$ cat config.mk
export PLATFORM = sky130hd
export DESIGN_NAME = elevator_dispatcher
export DESIGN_NICKNAME = d
export VERILOG_FILES = /design/src/rtl/elevator_dispatcher.sv
export SDC_FILE = /design/constraint.sdc
export NUM_CORES = 1
export LEC_CHECK = 0
export CORE_ASPECT_RATIO = 1.75
export CORE_UTILIZATION = 25
export CTS_BUF_LIST = sky130_fd_sc_hd__clkbuf_2
export DETAILED_ROUTE_END_ITERATION = 10
export PLACE_DENSITY = 0.51
export SYNTH_ARGS = -nofsm -noshare
export SYNTH_HDL_FRONTEND = slang
export SYNTH_SLANG_ARGS = --single-unit
$ cat constraint.sdc
create_clock -name CLOCK_50 -period 3.25 [get_ports CLOCK_50]
set_input_delay 0.8125 -clock CLOCK_50 [delete_from_list [all_inputs] [get_ports CLOCK_50]]
set_output_delay 0.8125 -clock CLOCK_50 [all_outputs]
set_load 0.03 [all_outputs]
$ cat src/rtl/elevator_dispatcher.sv
// SCAN-ordered collective-control scheduler for a small elevator.
// Latches floor calls, steps the car on 1 s ticks and sequences the door
// dwell. Optional door_hold input when ELEV_DOOR_HOLD_EN is defined.
// Ports: CLOCK_50, rst_n (async, active-low), tick, req_valid, req_floor,
//   [door_hold], req_ack, req_err, pending, cur_floor, state, direction,
//   door_open, arrive.
module elevator_dispatcher #(
  parameter int NUM_FLOORS   = 10,
  parameter int DOOR_TICKS   = 5,
  parameter int TRAVEL_TICKS = 1
) (
  input  logic                  CLOCK_50,
  input  logic                  rst_n,
  input  logic                  tick,
  input  logic                  req_valid,
  input  logic [3:0]            req_floor,
`ifdef ELEV_DOOR_HOLD_EN
  input  logic                  door_hold,
`endif
  output logic                  req_ack,
  output logic                  req_err,
  output logic [NUM_FLOORS-1:0] pending,
  output logic [NUM_FLOORS-1:0] cur_floor,
  output logic [1:0]            state,
  output logic                  direction,
  output logic                  door_open,
  output logic                  arrive
);

  localparam int NF = NUM_FLOORS;
  localparam logic [NF-1:0] ONE = NF'(1);
  localparam logic [3:0] DOOR_LAST = 4'(DOOR_TICKS - 1);
  localparam logic [3:0] TRAV_LAST = 4'(TRAVEL_TICKS - 1);

  typedef enum logic [1:0] {
    S_IDLE = 2'b01,
    S_BUSY = 2'b10,
    S_TRAV = 2'b11
  } state_e;

  state_e        state_q, state_d;
  logic          dir_q, dir_d;
  logic [NF-1:0] cur_q, cur_d;
  logic [NF-1:0] pend_q, pend_d;
  logic [3:0]    trav_q, trav_d;
  logic [3:0]    door_q, door_d;
  logic          ack_q, ack_d;
  logic          err_q, err_d;
  logic          arr_q, arr_d;

  logic          hold;
  logic          req_ok;
  logic [NF-1:0] set_mask;
  logic          clr;
  logic [NF-1:0] pend_eval;
  logic [NF-1:0] below_mask;
  logic [NF-1:0] above_mask;
  logic          here, any_up, any_dn, ahead, behind;
  logic          at_end;
  logic [NF-1:0] nxt;

`ifdef ELEV_DOOR_HOLD_EN
  assign hold = door_hold;
`else
  assign hold = 1'b0;
`endif

  assign req_ok = req_valid && (req_floor != 4'd0)
               && ({28'd0, req_floor} <= NF);
  assign set_mask = req_ok ? (ONE << (req_floor - 4'd1)) : '0;

  // At door close the decision must see pending with this floor cleared.
  assign pend_eval = (state_q == S_BUSY) ? (pend_q & ~cur_q) : pend_q;
  assign below_mask = cur_q - ONE;
  assign above_mask = ~(below_mask | cur_q);
  assign here   = |(pend_eval & cur_q);
  assign any_up = |(pend_eval & above_mask);
  assign any_dn = |(pend_eval & below_mask);
  assign ahead  = dir_q ? any_up : any_dn;
  assign behind = dir_q ? any_dn : any_up;
  assign at_end = dir_q ? cur_q[NF-1] : cur_q[0];
  assign nxt    = at_end ? cur_q : (dir_q ? (cur_q << 1) : (cur_q >> 1));

  always_comb begin
    state_d = state_q;
    dir_d   = dir_q;
    cur_d   = cur_q;
    trav_d  = trav_q;
    door_d  = door_q;
    arr_d   = 1'b0;
    clr     = 1'b0;
    ack_d   = req_ok;
    err_d   = req_valid && !req_ok;
    unique case (state_q)
      S_IDLE: begin
        if (here) begin
          state_d = S_BUSY;
          arr_d   = 1'b1;
          door_d  = '0;
        end else if (ahead) begin
          state_d = S_TRAV;
          trav_d  = '0;
        end else if (behind) begin
          state_d = S_TRAV;
          dir_d   = ~dir_q;
          trav_d  = '0;
        end
      end
      S_TRAV: begin
        if (tick) begin
          if (trav_q == TRAV_LAST) begin
            trav_d = '0;
            cur_d  = nxt;
            if (|(nxt & pend_q)) begin
              state_d = S_BUSY;
              arr_d   = 1'b1;
              door_d  = '0;
            end
          end else begin
            trav_d = trav_q + 4'd1;
          end
        end
      end
      S_BUSY: begin
        if (hold) begin
          door_d = '0;
        end else if (tick) begin
          if (door_q == DOOR_LAST) begin
            clr    = 1'b1;
            door_d = '0;
            trav_d = '0;
            if (ahead) begin
              state_d = S_TRAV;
            end else if (behind) begin
              state_d = S_TRAV;
              dir_d   = ~dir_q;
            end else begin
              state_d = S_IDLE;
            end
          end else begin
            door_d = door_q + 4'd1;
          end
        end
      end
      default: state_d = S_IDLE;
    endcase
    // Clear beats a same-cycle request for this floor.
    pend_d = (pend_q | set_mask) & ~(clr ? cur_q : '0);
  end

  always_ff @(posedge CLOCK_50 or negedge rst_n) begin
    if (!rst_n) begin
      state_q <= S_IDLE;
      dir_q   <= 1'b1;
      cur_q   <= ONE;
      pend_q  <= '0;
      trav_q  <= '0;
      door_q  <= '0;
      ack_q   <= 1'b0;
      err_q   <= 1'b0;
      arr_q   <= 1'b0;
    end else begin
      state_q <= state_d;
      dir_q   <= dir_d;
      cur_q   <= cur_d;
      pend_q  <= pend_d;
      trav_q  <= trav_d;
      door_q  <= door_d;
      ack_q   <= ack_d;
      err_q   <= err_d;
      arr_q   <= arr_d;
    end
  end

  assign req_ack   = ack_q;
  assign req_err   = err_q;
  assign pending   = pend_q;
  assign cur_floor = cur_q;
  assign state     = state_q;
  assign direction = dir_q;
  assign door_open = (state_q == S_BUSY);
  assign arrive    = arr_q;

endmodule

# == Word level (Yosys, flattened, before mapping) ==
# Index checks and enable logic that the tools add are counted.
# word_totals
input_bits,8
output_inout_bits,27
wordCells,105
regBits,34
# op_classes
n_mux,48
n_shift,1
add_sub_neg,4
n_reduce_logical,17
bitwise_logic,12
eq_ne,13
order_cmp,1
# ops
operator,count
$and 10x10->10,6
$mux 4,13
$mux 10,5
$reduce_or 10->1,4
$not 10->10,3
$pmux 4 s3,2
$mux 2,10
$or 10x10->10,2
$reduce_and 6->1,3
$mux 1,15
$ne 2x2->1 const B,6
$shl 1x4->10 const A,1
$sub 10x1->10 const B,1
$add 4x1->4 const B,2
$pmux 2 s3,1
$eq 2x2->1 const B,2
$eq 4x3->1 const B,1
$le 4x4->1 const B,1
$logic_not 4->1,1
$ne 4x4->1 const B,1
$pmux 1 s2,2
$reduce_and 4->1,1
$reduce_bool 4->1,1
$sub 4x1->4 const B,1
9 further kinds,11

# == Logic depth before layout (Yosys ltp) ==
# Gate-level depths: netlist of run 1.
# depth
depth_word,11
mapped_depth,13
ltp_nobuf,12

# == Least setup slack after synthesis of run 1 ==
# OpenSTA, ideal clock, no wires.
# synth_timing
path_kind,reg2reg
from,"reg cur_q[1], in the netlist cur_floor[1]"
to,reg trav_q[0]
setup_time_ps,125
required_time_ps,3125
t_arrival_ps,3386
synth_period_minus_slack_ps,3511
stages_incl_launch_ff,14
path_buffers,1
path_slack_ps,-261
path_cell_list,dfrtp_1 -> clkbuf_1 -> inv_1 -> nand3_1 -> or3_1 -> or3_1 -> or3_1 -> ha_1 -> nand2_1 -> a21oi_1 -> a211o_1 -> nor4b_4 -> a31oi_4 -> mux2_4
# synth_between
elab_chain_len,9
elab_cells_between_ends,20
cone_classes,1 x add/sub; 2 x eq/ne; 6 x mux; 7 x bitwise; 4 x reduce/logical
# synth_rtl
element,line,text
"start, declared",43,"logic [NF-1:0] cur_q, cur_d;"
"start signal, assigned",165,cur_q <= cur_d;
$sub 10x1->10 or $not 10->10 (tied branches),"74, 73",
$or 10x10->10 or $and 10x10->10 (tied branches),"75, 73",
$not 10->10 or $mux 10 (tied branches),"75, 73",
$and 10x10->10 (on tied branches),"77, 78",
$reduce_or 10->1 (on tied branches),"77, 78",
$mux 1,79,assign ahead = dir_q ? any_up : any_dn;
$mux 4,100,end else if (ahead) begin
$mux 4,96,if (here) begin
$pmux 4 s3,94,unique case (state_q)
"end signal, assigned",167,trav_q <= trav_d;
"end, declared",45,"logic [3:0] trav_q, trav_d;"
# Several ways; a longest one is shown, not always the timed one. The select of a mux whose other input is x is not followed.
# A chain may end at the register's enable or synchronous reset.

# == Worst setup path after layout of run 1 ==
# Same ends and word-level chain as after synthesis.

==> results of run 1 <==
==> critical path, stage by stage (launching register included) <==
cell	delay, ns
sky130_fd_sc_hd__dfrtp_2	0.46
sky130_fd_sc_hd__inv_4	0.06
sky130_fd_sc_hd__nand3_2	0.08
sky130_fd_sc_hd__or3_4	0.34
sky130_fd_sc_hd__or3_4	0.34
sky130_fd_sc_hd__or3_1	0.32
sky130_fd_sc_hd__ha_1	0.28
sky130_fd_sc_hd__nand2_1	0.07
sky130_fd_sc_hd__a21oi_1	0.04
sky130_fd_sc_hd__a211o_1	0.32
sky130_fd_sc_hd__nor4b_4	0.34
sky130_fd_sc_hd__a31oi_4	0.17
sky130_fd_sc_hd__mux2_4	0.32
==> worst paths after layout <==
kind / from / end / depth (start not counted)
setup / recovery: cur_floor[1] / trav_q[0] / 12
hold / removal: rst_n / pending[2] / 1
setup reg to reg: cur_floor[1] / trav_q[0] / 12
hold reg to reg: door_q[0] / door_q[0] / 1
max in group asynchronous: rst_n / cur_floor[2] / 1
min in group CLOCK_50: door_q[0] / door_q[0] / 1
==> metrics by stage <==
step | power (mW) | instances | area (um^2) | utilization [%]
3_5_place_dp | 2.21 | 436 | 2950 | 31.3
6_report | 2.62 | 448 | 3090 | 32.8
4_1_cts | 2.60 | 444 | 3040 | 32.3
5_1_grt | 2.80 | 448 | 3090 | 32.8
2_1_floorplan | 1.65 | 278 | 2420 | -
3_3_place_gp | 2.21 | 436 | 2950 | 31.3
==> flip-flops by register name, indices dropped and copies added, names as in the netlist, 2 cells and up <==
signal     cells
door_q         4
trav_q         4
cur_floor     10
state          2
pending       10
==> routing by layer <==
layer,GRT usage [%],vias to the layer above,wire (um)
met5,0,-,0
li1,-,1124,-
met4,9.29,0,301
met1,18.0,1184,2990
met2,32.8,77,4710
met3,2.78,20,282
==> cell type report <==
type / count / area (um^2) / share of cell area [%]
clock inverters: 3 / 68.8 / 2.23
multi-input cells: 202 / 1390 / 44.9
diodes: 1 / 2.50 / 0.0811
clock buffers: 5 / 25.0 / 0.811
well taps: 122 / 153 / 4.95
repair buffers: 55 / 493 / 16.0
flip-flops and latches: 34 / 857 / 27.8
inverters: 26 / 100 / 3.24
==> cell families after synthesis <==
group	after synthesis	synth area share (%)
AO/OA/AOI/OAI	97	28.2
adder cells (fa/ha/maj)	14	7.30
buffers and inverters	42	7.30
flip-flops	34	35.6
multiplexers	4	1.88
AND/OR/NAND/NOR	87	19.8
==> where the power goes <==
part           switching [mW]  internal (mW)
logic                   0.820          0.612
registers               0.236          0.573
clock network           0.171          0.208
==> cell usage after synthesis, types with 2 or more instances <==
library cell | number | share of area (%)
sky130_fd_sc_hd__nor2_1 | 14 | 2.2
sky130_fd_sc_hd__o221ai_1 | 4 | 1.5
sky130_fd_sc_hd__nand2_1 | 29 | 4.5
sky130_fd_sc_hd__a21boi_0 | 2 | 0.63
sky130_fd_sc_hd__a31oi_1 | 3 | 0.78
sky130_fd_sc_hd__mux2i_1 | 3 | 1.3
sky130_fd_sc_hd__nor3_1 | 4 | 0.83
sky130_fd_sc_hd__a311o_1 | 2 | 0.83
sky130_fd_sc_hd__clkbuf_1 | 12 | 1.9
sky130_fd_sc_hd__nand4_1 | 2 | 0.52
sky130_fd_sc_hd__o21ai_0 | 14 | 2.9
sky130_fd_sc_hd__or3_1 | 10 | 2.6
sky130_fd_sc_hd__nand3_1 | 8 | 1.7
sky130_fd_sc_hd__buf_2 | 2 | 0.42
sky130_fd_sc_hd__dfstp_2 | 3 | 3.3
sky130_fd_sc_hd__a41oi_1 | 6 | 2.2
sky130_fd_sc_hd__o211ai_1 | 4 | 1.3
sky130_fd_sc_hd__nand2b_1 | 3 | 0.78
sky130_fd_sc_hd__a22oi_1 | 7 | 2.2
sky130_fd_sc_hd__a21oi_1 | 31 | 6.5
sky130_fd_sc_hd__and3_1 | 4 | 1.0
sky130_fd_sc_hd__ha_1 | 14 | 7.3
sky130_fd_sc_hd__o22ai_1 | 2 | 0.52
sky130_fd_sc_hd__a222oi_1 | 2 | 0.83
sky130_fd_sc_hd__o221a_2 | 5 | 2.3
sky130_fd_sc_hd__buf_6 | 2 | 0.94
sky130_fd_sc_hd__a32oi_1 | 2 | 0.73
sky130_fd_sc_hd__inv_1 | 24 | 3.8
sky130_fd_sc_hd__dfrtp_1 | 31 | 32
==> timing repair <==
action / CTS / global route
hold endpoints to repair: 0 / 0
setup buffers: 0 / 3
resized for setup: 0 / 6
setup endpoints to repair: 0 / 4
==> impl_results.md, run 1 <==
- Num ports: 35
- Power density relative to cell area: roughly 850 nW/um^2
- Count of vias placed by the detailed router: between 2000 and 2500
- Final number of hold-violating endpoints: 0
- Clk root buf: sky130_fd_sc_hd__clkbuf_2
- Peak clock frequency supported by timing: between 0.3 and 0.4 GHz
- Sort of element at the end of the critical path: flip-flop
- Worst min-delay path class: in -> async
- Portion of the post-synthesis area used by sequential elements: around 36%
- Pin count of the biggest net entering global routing: 35
- Minimum clock period: 3.21 ns
- DRT antenna net count: 0
- Aggregate global routing overflow: 0
- Share of cells above drive strength 1: ~17%
- Slack of the worst reg-to-reg path: 0.04 ns
- Final Cycle Share: 98.7%
- Final Max Slew Viols: 0
- Clock latency on the worst-skew pair: around 0.44 ns
- Fillers: just over 1000
- Number of warnings reported in the yosys synthesis log: 0
- Drc violations: 2
- Overall routing resource usage: between 15 and 20%
- CTS Buf Count: 5
- Average size of a mapped cell: 8.64 um^2
- Number of buffers between clock root and the deepest sink: 2
- Cells after synthesis: 278
- Half-perimeter wire length after detailed placement: about 6.3 mm
- Antenna violations before repair: 1
- Area of the die: 10000 um^2
- First-pass GRT wire length: between 10 and 15 mm
- Arrival @ worst endpoint: between 3 and 4 ns
- Net count reported at finish: between 300 and 400
- Number of failing setup endpoints in the final timing report: 0
- Clock Skew: approximately 0.031 ns
- Clk slew on worst S/H paths: between 0.2 and 0.25 ns
- Die Y-Extent: 132 um
- Most frequent cells in the layout: sky130_fd_sc_hd__clkdlybuf4s50_1 (33), sky130_fd_sc_hd__a21oi_1 (31), sky130_fd_sc_hd__nand2_1 (29), sky130_fd_sc_hd__dfrtp_1 (29), sky130_fd_sc_hd__inv_1 (22)
- Number of clock sinks seen by CTS: 34
- CTS tree: yes
- Final WL: roughly 8.3 mm
- Standard-cell rows: 47
- Slew at the pin with the worst max-slew slack: 0.826 ns
- Most common cell after layout, fill and taps aside: sky130_fd_sc_hd__clkdlybuf4s50_1
- Failing checks: DRC
- Setup TNS: 0 ns
- Worst IR drop on VDD: about 420 uV
- Cell leakage power: around 1.3 nW
- Drt via density: 5.37
- Die width: roughly 76 um
- CP startpoint kind: flip-flop
- Hold-fix buffers at CTS: 0
- Hold slack: 0.433 ns
- Pre-Repair DR Iteration Count: 7
- Number of flops mapped to enable cells by yosys: 0
- Number of distinct library cells after synthesis: between 50 and 60
- Required time of the critical path: approximately 3.6 ns
- Setup repair after global routing missed its margin: true
- Setup slack after placement: between 0.09 and 0.1 ns
- Number of global-route vias before repair: around 2400
- Max Cap Viol: 0
- Crit Path Class: reg -> reg
- Core outline area: about 9400 um^2
- Net count after synthesis: 300
- CTS H-tree depth: 2
- Top flip-flop cell by instance count after synthesis: sky130_fd_sc_hd__dfrtp_1
- Initial Utilization: approximately a quarter
- Slew Limit Headroom: approximately 45%
- Drt first-iter violations: about 160
- Flop and latch count out of synthesis: 34
- Final weighted congestion in routability-driven placement: between 0.9 and 1
- Drt wl/cell: roughly 18 um
- Result of the run: complete, but fails checks
- Area growth, synth to finish: 28.5%
- Ys async rst share: 100%
- Crit Path Max Fanout: 4
- Count of input and output buffers: 34
- Worst Setup Slack, final: about 0.041 ns
- Area of the mapped netlist: around 2400 um^2
(Power assumes the default switching activity.)
==> run 2, diff against run 1 <==
Settings changed: CAP_MARGIN set to 20, PLACE_DENSITY 0.51 to 0.43, TNS_END_PERCENT set to 50.
==> run 2 against run 1 <==
Compared with the run above: core utilization decreased by 0.66 points; sequential share of layout area grew 0.57 points; non-clock buffer count shrank 5; flip-flop and latch count unchanged; maximum frequency increased by 2.7%; largest power group unchanged; power decreased by 4.5%; combinational power about the same; cell area decreased by 2.0%; first-iteration DRC count decreased by 35%; largest cell class unchanged; the run now ends clean; cell count fell by 1.1%.
==> impl_results.md, run 2 (synthesized netlist as in run 1, its figures left out) <==
- Result of the run: finished clean
- Final Cycle Share: between 90% and 100%
- Switching fraction of total power: 48.1%
- Internal power component: about 1.3 mW
- CTS H-tree depth: 2
- Final WL: 8.40 mm
- Part of the power in combinational logic: a little under three fifths
- Crit path cell chain: inv_4 > nand3_2 > or3_4 > or3_4 > or3_1 > ha_1 > nand2_1 > a21oi_1 > a211o_1 > nor4b_4 > a31oi_4 > mux2_4
- Most common cell after layout, fill and taps aside: sky130_fd_sc_hd__clkdlybuf4s50_1
- Die Y-Extent: 132 um
- Sequential Power Share: between 30 and 40%
- Share of cells above drive strength 1: 16.3%
- Worst min-delay path class: in -> async
- M1 GR Usage: 18.9%
- Number of failing setup endpoints in the final timing report: 0
- Required time of the critical path: 3.57 ns
- Largest stage delay, worst path: approximately 0.46 ns
- Area of the die: 10000 um^2
- Clk slew on worst S/H paths: roughly 0.19 ns
- Arrival @ worst endpoint: 3.44 ns
- Number of buffers between clock root and the deepest sink: 2
- Hold-fix buffers at CTS: 0
- Number of clock sinks seen by CTS: 34
- Half-perimeter wire length after detailed placement: around 6.3 mm
- Max Cap Viol: 0
- Power density relative to cell area: ~830 nW/um^2
- Slew at the pin with the worst max-slew slack: between 0.8 and 0.9 ns
- Critical Path Most Common Cell: sky130_fd_sc_hd__or3_4
- Worst IR drop on VDD: between 200 and 300 uV
- Count of input and output buffers: 34
- Net count reported at finish: 341
- Most heavily used metal layer in global routing: met2
- Final weighted congestion in routability-driven placement: 0.917
- Slack of the worst reg-to-reg path: around 0.13 ns
- Clk root buf: sky130_fd_sc_hd__clkbuf_2
- Clock Skew: approximately 0.016 ns
- Initial Utilization: 25.5%
- Clock latency on the worst-skew pair: between 0.4 and 0.5 ns
- Global routing met3 resource utilization: roughly 2.7%
- Slew Limit Headroom: between 40% and 50%
- Grt met2 use: between 30% and 40%
- Setup slack after placement: about 0.08 ns
- Number of cells in the design after placement: 432
- Aggregate global routing overflow: 0
- Pin count of the biggest net entering global routing: 35
- Antenna violations before repair: 1
- Sort of element at the end of the critical path: flip-flop
- CTS Buf Count: 5
- Total chip power: about 2.5 mW
- R2r startpoint: cur_floor[1]
- CP startpoint kind: flip-flop
- Core outline area: 9410 um^2
- Num ports: 35
- Number of global-route vias before repair: 2415
- Drt first-iter violations: between 100 and 150
- Minimum clock period: between 3 and 4 ns
- Pre-Repair DR Iteration Count: 4
- Cell type group with the largest total delay on the critical path: simple AND/OR/NAND/NOR gates
- Crit Path Max Fanout: 4
- Cell Count, Final, Fillers Out: approximately 440
- Worst reg2reg path depth: 12
- Clock network fraction of design power: a little under an eighth
- DRT antenna net count: 0
- Finished Core Util: around a third
- Standard-cell rows: 47
- Cell leakage power: roughly 1.2 nW
- Crit Path Class: reg -> reg
- Standard cell with the maximum stage delay on the critical path: sky130_fd_sc_hd__dfrtp_2
- Sw power: approximately 1.2 mW
- Area growth, synth to finish: 25.9%
- Fillers: slightly above 1000
- Peak clock frequency supported by timing: approximately 0.32 GHz
- First-pass GRT wire length: roughly 14 mm
- Crit Reg-Reg Endpoint: trav_q[0]
- Final number of hold-violating endpoints: 0
- Drc violations: 0
- Die width: 76.1 um
- Worst Setup Slack, final: about 0.13 ns
- Count of buffering cells on the critical path with inverters included: 1
- Final Max Slew Viols: 0
- CTS tree: yes
- Most frequent cells in the layout: sky130_fd_sc_hd__clkdlybuf4s50_1 (33), sky130_fd_sc_hd__a21oi_1 (31), sky130_fd_sc_hd__nand2_1 (29), sky130_fd_sc_hd__dfrtp_1 (29), sky130_fd_sc_hd__inv_1 (22)
- Drt wl/cell: roughly 19 um
- Setup repair after global routing missed its margin: true
- Overall routing resource usage: between 10% and 20%
- Drt via density: 5.28
- Count of vias placed by the detailed router: between 2000 and 2500
run 2: final cells by class:
cell class	instances	area (um^2)	share of cell area, %
timing repair buffer	50	455	15.1
clock inverter	1	30.0	0.993
antenna	1	2.50	0.0828
inverter	26	104	3.44
tap	122	153	5.05
sequential	34	857	28.4
clock buffer	7	35.0	1.16
multi-input combinational	202	1390	45.9
run 2: worst max-delay path by stage:
stage,start,endpoint,cells past startpoint
2_1_floorplan,cur_floor[2],trav_q[0],13
6_report,cur_floor[1],trav_q[0],12
4_1_cts,cur_floor[2],trav_q[0],12
3_3_place_gp,cur_floor[2],trav_q[0],12
3_5_place_dp,cur_floor[2],trav_q[0],12
5_1_grt,cur_floor[1],trav_q[0],12
run 2: what timing repair did:
action / 4_1_cts / 5_1_grt
setup buffers: 0 / 2
endpoints found under the setup margin: 0 / 4
gates resized for setup: 0 / 6
run 2: per-layer routing:
| layer | part of all wire (%) | up-vias |
|---|---|---|
| li1 | - | 1110 |
| met1 | 38 | 1156 |
| met2 | 56 | 60 |
| met3 | 3.0 | 15 |
| met4 | 3.0 | 0 |
| met5 | 0 | - |
run 2: stage by stage:
step / setup TNS, ns / hold WS [ns] / cell area [um^2]
6_report: 0 / 0.460 / 3020
5_1_grt: -0.0223 / 0.505 / 3020
4_1_cts: 0 / 0.476 / 2980
3_5_place_dp: 0 / 0.521 / 2920
3_3_place_gp: 0 / 0.526 / 2920
2_1_floorplan: -0.0344 / 0.489 / 2420
run 2: power groups by stage:
stage	sequential, mW	combinational, mW	clock, mW
after detailed placement	0.818	1.40	0
after CTS	0.810	1.40	0.311
after global routing	0.837	1.52	0.321
after floorplan	0.900	0.755	0
after global placement	0.824	1.40	0
final	0.809	1.40	0.297
==> run 3, diff against run 2 <==
Settings changed: CELL_PAD_IN_SITES_DETAIL_PLACEMENT set to 1, CELL_PAD_IN_SITES_GLOBAL_PLACEMENT set to 1, GPL_TIMING_DRIVEN set to 0, PLACE_DENSITY 0.43 to 0.54.
==> run 3 against run 2 <==
Compared with the run above: register-to-register slack worse by 0.08 ns; count of clock-buffer cells in the layout is 1 lower; cell count rose by 1.4%; sequential share of layout area is 0.45 points lower; non-clock buffer count rose by 6; clock power shrank 29%; critical path type unchanged; largest power group unchanged.
==> impl_results.md, run 3 (synthesized netlist as in run 1, its figures left out) <==
- Result of the run: finished clean
- Share of cells above drive strength 1: between 15 and 20%
- Area growth, synth to finish: 28.5%
- Initial Utilization: approximately a quarter
- Area of the die: approximately 10000 um^2
- Most frequent cells in the layout: sky130_fd_sc_hd__clkdlybuf4s50_1 (33), sky130_fd_sc_hd__nand2_1 (28), sky130_fd_sc_hd__a21oi_1 (28)
- Aggregate global routing overflow: 0
- Required time of the critical path: 3.57 ns
- Crit Path Class: reg -> reg
- Fillers: roughly 1100
- Net count reported at finish: between 300 and 400
- Slew Limit Headroom: ~46%
- Number of failing setup endpoints in the final timing report: 0
- CTS H-tree depth: 2
- Worst min-delay path class: in -> async
- Number of global-route vias before repair: about 2400
- Pin count of the biggest net entering global routing: 35
- Core outline area: between 9000 and 10000 um^2
- Crit Path Max Fanout: 4
- Final Max Slew Viols: 0
- Drt wl/cell: around 20 um
- Die width: about 76 um
- DRT antenna net count: 0
- Final WL: 8.78 mm
- Clk root buf: sky130_fd_sc_hd__clkbuf_2
- Die Y-Extent: between 100 and 150 um
- Num ports: 35
- Pre-Repair DR Iteration Count: 4
- Power density relative to cell area: 793 nW/um^2
- Standard-cell rows: 47
- Sort of element at the end of the critical path: flip-flop
- Minimum clock period: roughly 3.2 ns
- Setup slack after placement: -0.297 ns
- Clock Skew: between 0.01 and 0.015 ns
- Drt first-iter violations: between 70 and 80
- Worst reg2reg path depth: 12
- Number of buffers between clock root and the deepest sink: 2
- Clk slew on worst S/H paths: about 0.19 ns
- Arrival @ worst endpoint: 3.53 ns
- Final weighted congestion in routability-driven placement: approximately 0.82
- Final number of hold-violating endpoints: 0
- Half-perimeter wire length after detailed placement: between 6 and 7 mm
- Worst IR drop on VDD: around 440 uV
- First-pass GRT wire length: about 14 mm
- Final Cycle Share: 98.6%
- Number of clock sinks seen by CTS: 34
- Overall routing resource usage: 17.9%
- Count of vias placed by the detailed router: 2314
- Drc violations: 0
- Max Cap Viol: 0
- Count of input and output buffers: 34
- Drt via density: 5.15
- Clock latency on the worst-skew pair: between 0.4 and 0.5 ns
- Slew at the pin with the worst max-slew slack: approximately 0.81 ns
- Peak clock frequency supported by timing: 0.312 GHz
- Setup TNS: 0 ns
- Cell leakage power: approximately 1.2 nW
- CTS Buf Count: 5
- Worst Setup Slack, final: 0.0449 ns
- CP startpoint kind: flip-flop
- Total chip power: between 2 and 2.5 mW
- Antenna violations before repair: 1
- CTS tree: yes
- Most common cell after layout, fill and taps aside: sky130_fd_sc_hd__clkdlybuf4s50_1
- Setup repair after global routing missed its margin: true
-- run 3: changes by cell type in the layout (fill, tap and decap cells not counted), sizes merged --
cell and delta:
buf -1, bufinv -1, clkbuf +6, clkinv +3, clkinvlp -1
-- run 3: metal layers --
metal | GRT usage, % | up-vias | routed length (um)
li1 | - | 1116 | -
met1 | 19.3 | 1138 | 3450
met2 | 33.7 | 49 | 4890
met3 | 2.22 | 11 | 199
met4 | 8.87 | 0 | 244
met5 | 0 | - | 0
-- run 3: what timing repair did --
action | 4_1_cts | 5_1_grt
hold buffers | 0 | 0
setup buffers | 8 | 3
setup endpoints to repair | 6 | 6
pin swaps | 6 | 6
hold endpoints to repair | 0 | 0
gates resized for setup | 14 | 9
cloned | 0 | 0
-- run 3: final timing paths --
path / from / end / slack [ns]
worst max-delay path: cur_floor[1] / trav_q[0] / 0.04
worst min-delay path: rst_n / cur_floor[7] / 0.46
worst max register to register: cur_floor[1] / trav_q[0] / 0.04
worst min register to register: door_q[0] / door_q[0] / 0.55
max in group asynchronous: rst_n / cur_floor[5] / 2.25
min in group CLOCK_50: door_q[0] / door_q[0] / 0.55
-- run 3: final cells by class --
type                       count  area [um^2]  share of cell area, %
clock inverter                 2         8.76                  0.284
antenna                        1         2.50                 0.0811
buffer                        11         58.8                   1.91
timing repair buffer          45          429                   13.9
sequential                    34          861                   27.9
multi-input combinational    202         1440                   46.5
clock buffer                   6         30.0                  0.973
inverter                      26          108                   3.49
tap                          122          153                   4.95
-- run 3: metrics by stage --
step / utilization, % / std cells / area [um^2] / hold WS (ns)
global placement: 31.0 / 434 / 2920 / 0.521
floorplan: - / 278 / 2420 / 0.489
detailed placement: 30.9 / 434 / 2910 / 0.524
finish: 32.8 / 449 / 3090 / 0.458
global route: 32.8 / 449 / 3090 / 0.509
CTS: 32.1 / 446 / 3020 / 0.489
-- run 3: power by group --
group          switching [mW]  internal (mW)
sequential              0.271          0.575
combinational           0.796          0.593
clock                   0.159         0.0529
total                    1.23           1.22
-- run 3: worst max-delay path, stage by stage, from the launching register on --
cell,delay (ns)
sky130_fd_sc_hd__dfrtp_2,0.48
sky130_fd_sc_hd__inv_4,0.08
sky130_fd_sc_hd__nand3_4,0.07
sky130_fd_sc_hd__or3_4,0.37
sky130_fd_sc_hd__or3_4,0.34
sky130_fd_sc_hd__or3_1,0.36
sky130_fd_sc_hd__ha_4,0.23
sky130_fd_sc_hd__nand2_2,0.07
sky130_fd_sc_hd__a21oi_2,0.04
sky130_fd_sc_hd__a211o_1,0.27
sky130_fd_sc_hd__nor4b_4,0.32
sky130_fd_sc_hd__a31oi_4,0.17
sky130_fd_sc_hd__mux2_4,0.32
==> RTL edit (config.mk and constraints of run 3) <==
Make the reset (`rst_n`) synchronous in one clocked block. Comments in the files are not updated.
--- a/src/rtl/elevator_dispatcher.sv
+++ b/src/rtl/elevator_dispatcher.sv
@@ -148,7 +148,7 @@
     pend_d = (pend_q | set_mask) & ~(clr ? cur_q : '0);
   end
 
-  always_ff @(posedge CLOCK_50 or negedge rst_n) begin
+  always_ff @(posedge CLOCK_50) begin
     if (!rst_n) begin
       state_q <= S_IDLE;
       dir_q   <= 1'b1;
Function: differs if rst_n is asserted again (counterexample within 4 cycles, from zero or initial values and one cycle with rst_n low); with rst_n held inactive, the same outputs for 10 cycles.
==> RTL edit against run 3 <==
  * Utilization up 0.066 points
  * Routed wire length increased by 4.3%
  * Synthesized cell count increased by 13%
  * Sequential cell count unchanged
  * First-iteration DRC count is 12% lower
  * Setup slack improved by 0.075 ns
  * Count of clock-buffer cells in the layout decreased by 1
  * Cell area rose by 0.20%
  * Area after synthesis rose by 0.68%
  * Critical path type unchanged
  * Largest cell class unchanged
Power is not compared: it rests on default switching activity, and its combinational part moved more than twofold at a synthesized area within 25%.
==> RTL edit: results (changes against run 3) <==
Placed design
  – Port buffer count: 32 (-5.9%)
  – Placer Congestion: 0.857 (+3.8%)
  – Dpl ws: -0.307 ns (-0.0101 ns)
  – Post-Place Cells: 467 (+7.6%)

Layout
  – NonClk Buf Share: 18.5% (+2.6 points)
  – # diodes: 0 (-1)
  – # clk buffers: 5 (-1)
  – Inverters, non-clock: 18 (-31%)
  – Sequential cell area share: 22.4% (-5.5 points)
  – Area of the multi-input gates: 0.00156 mm^2 (+8.4%)
  – Nets: 385 (+11%)

Global routing
  – Vias in the first global route: 2,600 (+9.4%)
  – GRT Util Overall: 18.7% (+0.82 points)
  – Met2 Usage GRT: 36.5% (+2.7 points)
  – First-pass GRT wire length: 14.4 mm (+6.5%)

Yosys
  – Syn_area_per_cell: 7.72 um^2 (-11%)
  – Post-Synth Adder-Cell Area: 7.25% (-0.049 points)
  – Top cells by area, synth: dfxtp_1 (28%), a21oi_1 (7.5%), ha_1 (7.2%)
  – Synth async-reset ratio: 0% (-100 points)

Route
  – DR WL met3: 230 um (+16%)
  – Final wirelength: 9.16 mm (+4.3%)
  – WL per Instance: 18.9 um (-3.6%)

Timing
  – Max Clock Skew: 0.0171 ns (+0.00567 ns)
  – Max Clk Rate: 0.320 GHz (+2.4%)

Setup path
  – CP max FO: 10 (+6)
  – R2r setup slk: 0.12 ns (+0.08 ns)
  – Worst r2r path cells: 13 (+1)
  – Crit path largest cell delay: 0.37 ns (-0.11 ns)

Status
  – Status: completed

Floorplan
  – Die area: 0.0101 mm^2 (+0.66%)
RTL edit: cells by family (layout without fill, tap and decap cells):
| group | count (synthesis) | after routing |
|---|---|---|
| AO/OA/AOI/OAI | 107 | 107 |
| adder cells (fa/ha/maj) | 14 | 14 |
| buffers and inverters | 41 | 92 |
| flip-flops | 34 | 34 |
| multiplexers | 2 | 2 |
| AND/OR/NAND/NOR | 115 | 115 |
RTL edit: path summary, 6_finish.rpt:
kind,startpoint,to
max,cur_floor[4]$_SDFFE_PN0P_,trav_q[2]$_SDFFE_PN0P_
min,trav_q[3]$_SDFFE_PN0P_,trav_q[3]$_SDFFE_PN0P_
max reg2reg,cur_floor[4]$_SDFFE_PN0P_,trav_q[2]$_SDFFE_PN0P_
min reg2reg,trav_q[3]$_SDFFE_PN0P_,trav_q[3]$_SDFFE_PN0P_
RTL edit: repair_timing:
action,in CTS,in global routing
setup endpoints to repair,6,6
gates resized for setup,16,11
pin swaps,10,10
cloned,0,0
buffers inserted,9,6
